$ cat src/rtl/led_matrix_scanner.sv
// Row-multiplexed driver for a ROWS x COLS LED matrix. New frames land in a
// shadow buffer and are swapped into the display buffer only at frame boundaries.
module led_matrix_scanner #(
  parameter int unsigned ROWS  = 6,
  parameter int unsigned COLS  = 6,
  parameter int unsigned DWELL = 1000,
  parameter int unsigned BLANK = 2
) (
  input  logic                 clock,
  input  logic                 restart_n,
  input  logic [ROWS*COLS-1:0] frame,
  input  logic                 frame_valid,
  output logic                 frame_ready,
  input  logic                 enable,
  output logic [ROWS-1:0]      rows,
  output logic [COLS-1:0]      cols,
  output logic                 frame_sync,
  output logic [2:0]           db_row
);

  localparam int unsigned FW      = ROWS * COLS;
  localparam int unsigned CNT_MAX = (DWELL > BLANK) ? DWELL : BLANK;
  localparam int unsigned CW      = $clog2(CNT_MAX + 1);
  localparam logic [CW-1:0] DWELL_LAST = CW'(DWELL - 1);
  localparam logic [CW-1:0] BLANK_LAST = CW'((BLANK == 0) ? 32'd0 : BLANK - 1);
  localparam logic [2:0]    ROW_LAST   = 3'(ROWS - 1);

  typedef enum logic [1:0] {
    S_IDLE,
    S_BLANK,
    S_DRIVE
  } state_e;

  state_e          state_q, state_d;
  logic [2:0]      row_q, row_d;
  logic [CW-1:0]   cnt_q, cnt_d;
  logic [FW-1:0]   active_q, active_d;
  logic [FW-1:0]   pending_q, pending_d;
  logic            pending_full_q, pending_full_d;
  logic            frame_ready_q, frame_ready_d;
  logic [ROWS-1:0] rows_q, rows_d;
  logic [COLS-1:0] cols_q, cols_d;
  logic            frame_sync_q, frame_sync_d;
  logic            swap;

  // Scan sequencing, frame capture/swap, and next-cycle output image.
  always_comb begin
    state_d        = state_q;
    row_d          = row_q;
    cnt_d          = cnt_q + CW'(1);
    active_d       = active_q;
    pending_d      = pending_q;
    pending_full_d = pending_full_q;
    swap           = 1'b0;
    rows_d         = '0;
    cols_d         = '0;
    frame_sync_d   = 1'b0;

    if (frame_valid && frame_ready_q) begin
      pending_d      = frame;
      pending_full_d = 1'b1;
    end

    if (!enable) begin
      state_d = S_IDLE;
      row_d   = '0;
      cnt_d   = '0;
      swap    = (state_q == S_IDLE) && pending_full_q;
    end else begin
      unique case (state_q)
        S_IDLE: begin
          row_d   = '0;
          cnt_d   = '0;
          swap    = pending_full_q;
          state_d = (BLANK == 0) ? S_DRIVE : S_BLANK;
        end
        S_BLANK: begin
          if (cnt_q == BLANK_LAST) begin
            state_d = S_DRIVE;
            cnt_d   = '0;
          end
        end
        S_DRIVE: begin
          if (cnt_q == DWELL_LAST) begin
            cnt_d   = '0;
            state_d = (BLANK == 0) ? S_DRIVE : S_BLANK;
            if (row_q == ROW_LAST) begin
              row_d = '0;
              swap  = pending_full_q;
            end else begin
              row_d = row_q + 3'd1;
            end
          end
        end
        default: begin
          state_d = S_IDLE;
          row_d   = '0;
          cnt_d   = '0;
        end
      endcase
    end

    // Capture and swap never coincide: capture needs an empty shadow, swap a full one.
    if (swap) begin
      active_d       = pending_q;
      pending_full_d = 1'b0;
    end

    frame_ready_d = !pending_full_d;

    if (state_d == S_DRIVE) begin
      rows_d       = ROWS'(1) << row_d;
      cols_d       = active_d[int'(row_d)*COLS +: COLS];
      frame_sync_d = (row_d == '0) && (cnt_d == '0);
    end
  end

  always_ff @(posedge clock or negedge restart_n) begin
    if (!restart_n) begin
      state_q        <= S_IDLE;
      row_q          <= '0;
      cnt_q          <= '0;
      active_q       <= '0;
      pending_q      <= '0;
      pending_full_q <= 1'b0;
      frame_ready_q  <= 1'b1;
      rows_q         <= '0;
      cols_q         <= '0;
      frame_sync_q   <= 1'b0;
    end else begin
      state_q        <= state_d;
      row_q          <= row_d;
      cnt_q          <= cnt_d;
      active_q       <= active_d;
      pending_q      <= pending_d;
      pending_full_q <= pending_full_d;
      frame_ready_q  <= frame_ready_d;
      rows_q         <= rows_d;
      cols_q         <= cols_d;
      frame_sync_q   <= frame_sync_d;
    end
  end

  assign frame_ready = frame_ready_q;
  assign rows        = rows_q;
  assign cols        = cols_q;
  assign frame_sync  = frame_sync_q;
  assign db_row      = row_q;

endmodule
$ cat config.mk
export PLATFORM = sky130hd
export DESIGN_NAME = led_matrix_scanner
export DESIGN_NICKNAME = d
export VERILOG_FILES = /design/src/rtl/led_matrix_scanner.sv
export SDC_FILE = /design/constraint.sdc
export NUM_CORES = 1
export LEC_CHECK = 0
export ABC_CLOCK_PERIOD_IN_PS = 2600
export BUFFER_PORTS_ARGS = -buffer_cell sky130_fd_sc_hd__buf_4
export CAP_MARGIN = 0
export CORE_UTILIZATION = 30
export DETAILED_ROUTE_END_ITERATION = 16
export HOLD_SLACK_MARGIN = 0.15
export PLACE_DENSITY = 0.59
export RECOVER_POWER = 100
export SYNTH_ARGS = -nofsm -noshare
export SYNTH_HDL_FRONTEND = slang
export SYNTH_SLANG_ARGS = --single-unit
export TNS_END_PERCENT = 5
$ cat constraint.sdc
create_clock -name clock -period 2.6 [get_ports clock]
set_input_delay 0.52 -clock clock [delete_from_list [all_inputs] [get_ports clock]]
set_output_delay 0.52 -clock clock [all_outputs]
set_load 0.01 [all_outputs]
Word level (Yosys, flattened, before mapping)
Index checks and enable logic that the tools add are counted.

$mul: 1. Mux-type cells: 22. Shift-type cells: 2. Reductions and logical operators: 7. Add/sub/neg operators: 2. Equality and inequality tests: 6.

Operators by type and width (count): $mux W36 (1); $shiftx A36 B7 Y6 (1); $mux W10 (3); $pmux W10 S2 (1); $mux W6 (2); $add A10 B1 Y10 const B (1); $eq A10 B1 Y1 const B (1); $eq A10 B10 Y1 const B (1); $logic_not A10 Y1 (1); $mux W3 (3); $mux W1 (6); $mux W2 (3); $pmux W2 S3 (1); $pmux W3 S2 (1); $shl A1 B3 Y6 const A (1); $mul A3 B2 Y5 const B (1); $eq A2 B2 Y1 const B (2); $add A3 B1 Y3 const B (1); $eq A3 B3 Y1 const B (1); $logic_and A1 B1 Y1 (3); $logic_not A3 Y1 (1); $eq A2 B1 Y1 const B (1); $logic_not A2 Y1 (1); $pmux W1 S2 (1); $logic_not A1 Y1 (1).

Flip-flop bits (word level): 102. Output and inout port bits: 17. Word-level logic and storage cells: 50. Input port bits: 40.

Longest topological paths before layout
Gate-level depths: netlist of run 1.

Depth in word-level cells: 8. Depth in mapped cells: 11. Gate-level depth less buffers: 9.

Least setup slack after synthesis of run 1
OpenSTA, ideal clock, no wires.

Path kind: flip-flop to flip-flop. Start point: register state_q[0]. End point: register cols_q[3], in the netlist cols[3]. Slack: 211 ps. Arrival time: 2263 ps. Setup time: 126 ps. Required time: 2474 ps. Period minus slack after synthesis: 2389 ps. Path buffers: 1. Cell stages (with the launch flop): 10. Cells stage by stage: dfrtp_1 inv_1 ha_1 nand2_1 o32ai_2 nor3_4 buf_2 a221oi_1 a2111oi_2 a221o_1.

Cells in the longest elaborated chain, start to end: 6. Elaborated cells on any way between the ends: 17. Those cells by class: mul (1); eq/ne (3); shift (1); mux (10); reduce/logical (2).

RTL lines: start: declaration (line 34) `state_e state_q, state_d;`; start signal: assignment (line 131) `state_q <= state_d;`; $eq A2 B2 Y1 (tied with other cells) (line 70) `unique case (state_q)`; $pmux W3 S2 (tied with other cells) (line 70); $mux W3 / $mux W1 (equally long branches) (line 64) `if (!enable) begin`; $mul A3 B2 Y5 / $mux W36 (equally long branches) (line 113, 104); $shiftx A36 B7 Y6 (line 113) `cols_d = active_d[int'(row_d)*COLS +: COLS];`; $mux W6 * (line 111) `if (state_d == S_DRIVE) begin`; net cols_d[3] (line 42) `logic [COLS-1:0] cols_q, cols_d;`; end signal: assignment (line 139) `cols_q <= cols_d;`; end: declaration (line 42).

The timed path passes the listed nets; every way through them passes the cells marked *. A chain may end at the register's enable or synchronous reset.

Worst setup path after layout of run 1
Start point: register state_q[0]. End point: register cols_q[2], in the netlist cols[2].

The elaborated chain is that of the path after synthesis.

==> flow_summary.yaml, run 1 <==
run_status:
  status: "finished clean"
pwr:
  p_int_w: 0.003785
  p_leak_nw: 2.718
  peakVddDrop_uv: 444.4
  power.density_mw_per_mm2: 936.9
  p_seq_frac: 0.458
  finalPower_w: 0.005709
  switching_share: 0.3370
  pwr-share-clk: 0.243
  power_frac_comb: 0.299
  power.switching_w: 0.001924
synthesis:
  synth_seq_cells: 102
  syn_area_per_cell_um2: 10.27
  synth_fa_ha_area_frac: 0.01517
  synth_top_family_by_area: "simple AND/OR/NAND/NOR gates"
  yosys_warnings: 0
  syn-num-nets: 528
  syn_inst: 482
  synth_top_area_cell: "dfrtp_1"
  yosysTopAreaCellShare: 0.5107
  ys_seq_area_frac: 0.5161
  synthFlopType: "dfrtp_1"
  synth.area.top_cells: "dfrtp_1, nand2_1, mux2_2"
  synth_compound_area_frac: 0.1239
  synth_edf_count: 0
  synthMuxAreaShare: 0.09406
  synth_simple_gate_area_share: 0.1932
  ys_types: 56
  synth_area_mm2: 0.004948
  synthArstFlopShare: 1.000
  synth_xor_area_frac: 0.01593
route:
  vias: 3827
  drtIter0Drc: 316
  ant_nets: 0
  wl_um: 11950
  first_pass_iters: 4
  avgViaCountPerCell: 4.977
  wire_per_inst_um: 15.54
  post-route-drc-count: 0
clocking:
  clock_sinks: 102
  cts_root_buffer: "clkbuf_16"
  clk_pin_slew_ns: 0.07
  clk_latency_ns: 0.34
  numCtsBuffers: 9
  postCtsHoldBufs: 0
  cts_tree: "yes"
  clk_path_buf_depth: 2
  htree_levels: 3
layout:
  finalNonFillerCells: 769
  final_cell_mix: "nand2_1, dfrtp_1, buf_4"
  nFillCells: 1679
  seqCellArea_mm2: 0.002555
  area_growth_pct: 23.14
  final_common_cell: "nand2_1"
  finalInstanceArea_mm2: 0.006093
  drive_gt1_frac: 0.2676
  multi_input_area_mm2: 0.002271
  antennaDiodeCount: 0
  fin_nets: 594
worst_setup_path:
  worstPathMaxFanout: 34
  crit_start: "state_q[0]$_DFF_PN0_"
  path_class: "flop to flop"
  required_ns: 2.88
  arrival_ns: 2.83
  end_kind: "flop"
  crit-reg2reg-launch: "state_q[0]$_DFF_PN0_"
  cp-start-kind: "flop"
floorplanning:
  die_h_um: 130.4
  initial_core_util: 0.3093
  die-area_mm2: 0.01701
  core-area_mm2: 0.01600
  die-width_um: 130.4
  ioPinCount: 57
  rows: 46
placed_design:
  place_inst: 746
  gp_congestion: 0.8064
  dp_hpwl_um: 8155
  post_dp_cell_area_mm2: 0.005685
  portBuffers: 56
timing:
  setup_violations: 0
  slew_violations: 0
  relSlewSlack: 0.2214
  fin_crit_ns: 2.545
  worstMarginPinSlew_ns: 1.168
  fin_crit_sh: 0.9788
  timing.hold.ws_ns: 0.3392
  finalSetupTns_ns: 0
  rsz0062_at_grt: "yes"
  max_clock_freq_mhz: 393.0
  hold_violations: 0
  skew_ns: 0.007202
global_routing:
  antenna_found_initial: 0
  grt_pass1_wl_um: 18990
  overflow: 0
  grt_pass1_vias: 3722
  grt.total_usage: 0.1447
  grt_max_degree: 49
hold_path:
  hold_class: "input port to async pin"
flow_run:
  maxCapViolCount: 0
## cells in the mapped netlist (3+ instances only)
| cell type | number |
|---|---|
| nand2_1 | 150 |
| dfrtp_1 | 101 |
| mux2_2 | 36 |
| buf_2 | 19 |
| nor2_1 | 16 |
| a22oi_1 | 12 |
| a32oi_1 | 12 |
| clkbuf_1 | 9 |
| inv_1 | 9 |
| nand3_1 | 7 |
| a221o_1 | 6 |
| a221oi_1 | 6 |
| and3_1 | 6 |
| ha_1 | 6 |
| mux2i_1 | 6 |
| o31a_1 | 6 |
| xnor2_1 | 6 |
| nand4_1 | 5 |
| a2111oi_0 | 4 |
| nor3_1 | 4 |
| o21ai_0 | 4 |
| nor4_1 | 3 |
| nor4_2 | 3 |
| xor2_1 | 3 |
## area by class of cell
cell class                 count  area share
clock buffer                  11     0.03984
clock inverter                 5     0.01109
tap                          216     0.04435
timing repair buffer          86      0.1023
inverter                      10     0.01047
multi-input combinational    339      0.3727
sequential                   102      0.4193
## through the flow
stage	utilization	setup WS [ns]
CTS	0.3750	0.01294
floorplan	-	0.2114
detailed placement	0.3553	-0.02797
global route	0.3808	-0.05912
global placement	0.3553	0.05292
finish	0.3808	0.05517
## worst max-delay path: stages, from the launching register on
cell and delay [ns]:
dfrtp_1 0.41, inv_1 0.13, ha_2 0.33, nand4_1 0.19
o32ai_4 0.13, nor3_4 0.30, bufinv_16 0.26, mux2i_1 0.13
a2111oi_1 0.44, a221o_1 0.17
## metal layers
metal  vias to the layer above  GRT usage  part of all wire
li1                       1828          -                 -
met1                      1896     0.1903              0.46
met2                        91     0.2390              0.49
met3                        12    0.03298             0.041
met4                         0    0.04057             0.011
met5                         -          0                 0
## final timing paths
kind,endpoint,slack [ns],depth (start not counted)
max,cols[2]$_DFF_PN0_,0.06,9
min,pending_q[6]$_DFFE_PN0P_,0.34,1
max reg2reg,cols[2]$_DFF_PN0_,0.06,9
min reg2reg,active_q[34]$_DFF_PN0_,0.48,2
max in group asynchronous,active_q[32]$_DFF_PN0_,0.58,2
min in group clock,pending_q[20]$_DFFE_PN0P_,0.40,2
## cell families after synthesis
kind of cell,after synthesis
flip-flops,102
multiplexers,42
AND/OR/NAND/NOR,211
AO/OA/AOI/OAI,71
buffers and inverters,41
adder cells (fa/ha/maj),6
XOR/XNOR,9
## power groups by stage
stage | sequential (W) | combinational (W) | clock [W]
floorplan | 0.00247 | 0.00122 | 0
global placement | 0.00262 | 0.00156 | 0
detailed placement | 0.00264 | 0.00161 | 0
CTS | 0.00262 | 0.00162 | 0.00142
global route | 0.00270 | 0.00190 | 0.00148
finish | 0.00262 | 0.00171 | 0.00138
## registers in the layout, summed over array words and instances, names as in the netlist
name	cells
rows	6
pending_full_q	1
active_q	36
pending_q	36
frame_sync	1
frame_ready	1
state_q	2
cols	6
cnt_q	10
db_row	3
## repair_timing
item | in CTS | in global routing
resized for setup | 3 | 23
setup buffers | 0 | 6
endpoints found under the setup margin | 3 | 6
cloned | 0 | 1
pin swaps | 0 | 6
No activity file was read; power rests on OpenSTA's default activity.
==> run 2, diff against run 1 <==
Settings changed: CORE_UTILIZATION 30 to 35, PLACE_DENSITY 0.59 to 0.65, RECOVER_POWER 100 to not set, TNS_END_PERCENT 5 to not set.
==> run 2 against run 1 <==
  * Worst setup slack better by 0.029 ns
  * Wire length down 2.2%
  * Final area down 0.55%
  * Largest power group unchanged
==> flow_summary.yaml, run 2 (synthesis results as in run 1) <==
run_status:
  status: "finished clean"
clocking:
  clk_latency_ns: 0.35
  cts_tree: "yes"
  clk_pin_slew_ns: 0.07
  cts_root_buffer: "clkbuf_16"
  postCtsHoldBufs: 0
  clock_sinks: 102
  numCtsBuffers: 9
  htree_levels: 3
  clk_path_buf_depth: 2
layout:
  nFillCells: 1289
  fin_nets: 587
  final_util: 0.4382
  drive_gt1_frac: 0.2949
  final_common_cell: "nand2_1"
  antennaDiodeCount: 0
  final_cell_mix: "nand2_1, dfrtp_1, buf_4"
  area_growth_pct: 22.45
  reg.largest.list: "active_q x36, pending_q x36, cnt_q x10"
route:
  vias: 3795
  avgViaCountPerCell: 5.227
  ant_nets: 0
  post-route-drc-count: 0
  first_pass_iters: 5
  wl_um: 11680
  drtIter0Drc: 325
  wire_per_inst_um: 16.09
worst_setup_path:
  end_kind: "flop"
  required_ns: 2.83
  worstPathMaxFanout: 33
  slowest_delay_ns: 0.42
  cp-start-kind: "flop"
  path_class: "flop to flop"
  path_cells: "inv_2 -> ha_2 -> nand4_1 -> a21oi_2 -> nor3_4 -> buf_4 -> buf_12 -> a221oi_1 -> a2111oi_2 -> a221o_1"
  crit_family: "compound AO/OA/AOI/OAI gates"
  arrival_ns: 2.75
  worst-path-buf-inv: 3
  crit_slowest_cell: "dfrtp_1"
flow_run:
  maxCapViolCount: 0
timing:
  max_clock_freq_mhz: 397.5
  fin_crit_sh: 0.9677
  setup_violations: 0
  fin_crit_ns: 2.516
  worstMarginPinSlew_ns: 0.7581
  timing.hold.ws_ns: 0.1629
  slew_violations: 0
  hold_violations: 0
  setup_slack_ns: 0.08411
  relSlewSlack: 0.4936
  skew_ns: 0.009988
global_routing:
  antenna_found_initial: 0
  grt_max_degree: 62
  grt_pass1_vias: 3577
  overflow: 0
  grt_pass1_wl_um: 18570
  grt.total_usage: 0.1641
floorplanning:
  die_h_um: 120.9
  core-area_mm2: 0.01383
  ioPinCount: 57
  die-area_mm2: 0.01462
  rows: 43
  initial_core_util: 0.3579
  die-width_um: 120.9
pwr:
  peakVddDrop_uv: 604.7
  power.density_mw_per_mm2: 937.9
  p_leak_nw: 2.767
placed_design:
  portBuffers: 56
  dp_hpwl_um: 7792
  gp_congestion: 0.7972
  post-place-ws_ns: -0.04051
hold_path:
  hold_class: "input port to async pin"
## run 2: cell types whose count changed in the layout (fill, tap and decap cells not counted), sizes merged
cell / change
buf: +12
clkbuf: -20
clkinv: -2
inv: +3
## run 2: path summary, 6_finish.rpt
check | startpoint | endpoint | slack (ns) | cells past startpoint
worst max register to register | state_q[0]$_DFF_PN0_ | cols[1]$_DFF_PN0_ | 0.08 | 10
worst max-delay path | state_q[0]$_DFF_PN0_ | cols[1]$_DFF_PN0_ | 0.08 | 10
min in group clock | frame[5] | pending_q[5]$_DFFE_PN0P_ | 0.39 | 2
worst min register to register | active_q[25]$_DFF_PN0_ | active_q[25]$_DFF_PN0_ | 0.48 | 2
worst min-delay path | restart_n | cnt_q[5]$_DFF_PN0_ | 0.16 | 1
max in group asynchronous | restart_n | frame_ready$_DFF_PN1_ | 1.68 | 2
## run 2: repair_timing
item | CTS | global route
setup endpoints to repair | 3 | 6
buffers inserted | 0 | 4
pin swaps | 0 | 5
gates cloned | 0 | 1
resized for setup | 3 | 21
## run 2: through the flow
step	instance area, um2	cells	total power (W)	setup TNS (ns)
finish	6060	726	0.005683	0
global route	6060	726	0.006054	-0.09912
CTS	5921	721	0.005683	-0.01131
detailed placement	5603	705	0.004238	-0.05628
global placement	5603	705	0.004163	0
floorplan	4949	482	0.003690	0
## run 2: area by class of cell
type                       instances  area (um2)  area share
clock inverter                     5       61.31     0.01012
timing repair buffer              78       623.1      0.1028
clock buffer                      11       252.7     0.04171
multi-input combinational        339        2270      0.3746
inverter                          10       63.81     0.01053
tap                              180       225.2     0.03717
sequential                       102        2555      0.4216
timing repair inverter             1       8.758    0.001445
## run 2: report_power, final
group	leakage (nW)	switching, W	internal, W
Combinational	1.33	0.000869	0.000775
Clock	0.157	0.000613	0.000808
Sequential	1.28	0.000441	0.00218
## run 2: worst register-to-register path, cell delays in order (launching register included)
cell and delay (ns):
dfrtp_1 0.42, inv_2 0.07, ha_2 0.38, nand4_1 0.20, a21oi_2 0.25, nor3_4 0.07
buf_4 0.15, buf_12 0.16, a221oi_1 0.32, a2111oi_2 0.07, a221o_1 0.31
## run 2: per-layer routing
layer	vias to the layer above	wire, um	global-route usage
met5	-	0	0
met4	0	140	0.04552
met3	15	641	0.04511
met2	102	5523	0.2546
met1	1863	5374	0.2241
li1	1815	-	-
==> run 3, diff against run 2 <==
Settings changed: RECOVER_POWER set to 50.
==> run 3 against run 2 <==
  * Combinational power hardly changed
  * Critical path depth stayed put
  * First-iteration DRC count stayed put
  * Flip-flop and latch count stayed put
  * Clock-buffer cell count stayed put
  * Register-to-register slack hardly changed
  * Die area stayed put
  * Non-clock buffer count stayed put
  * Largest power group unchanged
  * Maximum frequency is 0.59% lower
  * Total power is 0.13% lower
  * Final area is 0.74% lower
  * Core utilization is 0.33 points lower
==> flow_summary.yaml, run 3 (synthesis results as in run 1) <==
run_status:
  status: "finished clean"
route:
  vias: 3797
  wire_per_inst_um: 16.09
  post-route-drc-count: 0
  drtIter0Drc: 325
  first_pass_iters: 4
  ant_nets: 0
  avgViaCountPerCell: 5.230
  wl_um: 11680
timing:
  finalSetupTns_ns: 0
  max_clock_freq_mhz: 395.1
  fin_crit_sh: 0.9734
  worstMarginPinSlew_ns: 1.071
  hold_violations: 0
  skew_ns: 0.009477
  setup_violations: 0
  slew_violations: 0
  fin_crit_ns: 2.531
  relSlewSlack: 0.2862
  timing.hold.ws_ns: 0.3575
worst_setup_path:
  worst-path-buf-inv: 3
  cp-start-kind: "flop"
  cp.depth: 10
  worstRegToRegCells: 10
  required_ns: 2.83
  r2r_end: "cols[1]$_DFF_PN0_"
  arrival_ns: 2.76
  worstPathMaxFanout: 33
  path_cells: "inv_2 -> ha_2 -> nand4b_1 -> nor4_4 -> nor3_4 -> buf_4 -> buf_12 -> a221oi_1 -> a2111oi_2 -> a221o_1"
  path_class: "flop to flop"
  end_kind: "flop"
  slowest_delay_ns: 0.42
  crit_family: "compound AO/OA/AOI/OAI gates"
  crit-reg2reg-launch: "state_q[0]$_DFF_PN0_"
  rrSetupSlack_ns: 0.07
  crit_slowest_cell: "dfrtp_1"
global_routing:
  grt_pass1_wl_um: 18570
  overflow: 0
  grt_pass1_vias: 3577
  antenna_found_initial: 0
  grt_max_degree: 62
  grt.total_usage: 0.1641
layout:
  final_cell_mix: "nand2_1, dfrtp_1, buf_4"
  reg.largest.list: "active_q x36, pending_q x36, cnt_q x10"
  drive_gt1_frac: 0.2802
  finalInstanceArea_mm2: 0.006015
  antennaDiodeCount: 0
  area_growth_pct: 21.54
  finalNonFillerCells: 726
  final_common_cell: "nand2_1"
  fin_nets: 587
clocking:
  clk_latency_ns: 0.35
  htree_levels: 3
  clk_path_buf_depth: 2
  numCtsBuffers: 9
  clk_pin_slew_ns: 0.07
  cts_tree: "yes"
  clock_sinks: 102
  cts_root_buffer: "clkbuf_16"
  postCtsHoldBufs: 0
floorplanning:
  die_h_um: 120.9
  die-width_um: 120.9
  die-area_mm2: 0.01462
  core-area_mm2: 0.01383
  ioPinCount: 57
  rows: 43
  initial_core_util: 0.3579
placed_design:
  post_dp_cell_area_mm2: 0.005603
  place_inst: 705
  portBuffers: 56
  dp_hpwl_um: 7792
  gp_congestion: 0.7972
pwr:
  finalPower_w: 0.005676
  peakVddDrop_uv: 603.3
  power.density_mw_per_mm2: 943.7
  p_leak_nw: 2.727
flow_run:
  maxCapViolCount: 0
hold_path:
  hold_class: "input port to async pin"
## run 3: cell type report
class	count	area [um2]
Clock buffer	11	252.7
Inverter	10	63.81
Timing Repair Buffer	78	578.1
Tap cell	180	225.2
Timing Repair inverter	1	8.758
Sequential cell	102	2555
Fill cell	1297	7812
Multi-Input combinational cell	339	2270
Clock inverter	5	61.31
## run 3: repair_timing
item / 4_1_cts / 5_1_grt
pin swaps: 0 / 5
buffers inserted: 0 / 4
setup endpoints to repair: 3 / 6
gates resized for setup: 3 / 21
gates cloned: 0 / 1
## run 3: worst register-to-register path, cell delays in order, from the launching register on
cell and delay [ns]:
dfrtp_1 0.42, inv_2 0.07, ha_2 0.39, nand4b_1 0.18
nor4_4 0.26, nor3_4 0.09, buf_4 0.15, buf_12 0.16
a221oi_1 0.32, a2111oi_2 0.07, a221o_1 0.31
## run 3: stage by stage
stage / util / worst slack, ns
floorplan: - / 0.2114
global placement: 0.4052 / 0.06003
detailed placement: 0.4052 / -0.04051
CTS: 0.4282 / -0.01131
global route: 0.4350 / -0.03820
finish: 0.4350 / 0.06914
## run 3: worst max path at each step
| stage | endpoint | startpoint | slack [ns] |
|---|---|---|---|
| after global placement | cols[2]$_DFF_PN0_ | state_q[1]$_DFF_PN0_ | 0.06 |
| after CTS | cols[2]$_DFF_PN0_ | state_q[0]$_DFF_PN0_ | -0.01 |
| after detailed placement | cols[2]$_DFF_PN0_ | state_q[1]$_DFF_PN0_ | -0.04 |
| after floorplan | cols[3]$_DFF_PN0_ | state_q[0]$_DFF_PN0_ | 0.21 |
| final | cols[1]$_DFF_PN0_ | state_q[0]$_DFF_PN0_ | 0.07 |
| after global routing | cols[1]$_DFF_PN0_ | cnt_q[1]$_DFF_PN0_ | -0.04 |
## run 3: power by group
| group | internal (W) | switching [W] | leakage, nW |
|---|---|---|---|
| registers | 0.00218 | 0.000443 | 1.28 |
| logic | 0.000772 | 0.000865 | 1.29 |
| clock network | 0.000808 | 0.000611 | 0.157 |
## run 3: routing by layer
metal | vias to the layer above | part of all wire | track usage
li1 | 1813 | - | -
met1 | 1869 | 0.46 | 0.2241
met2 | 100 | 0.47 | 0.2546
met3 | 15 | 0.053 | 0.04511
met4 | 0 | 0.012 | 0.04552
met5 | - | 0 | 0
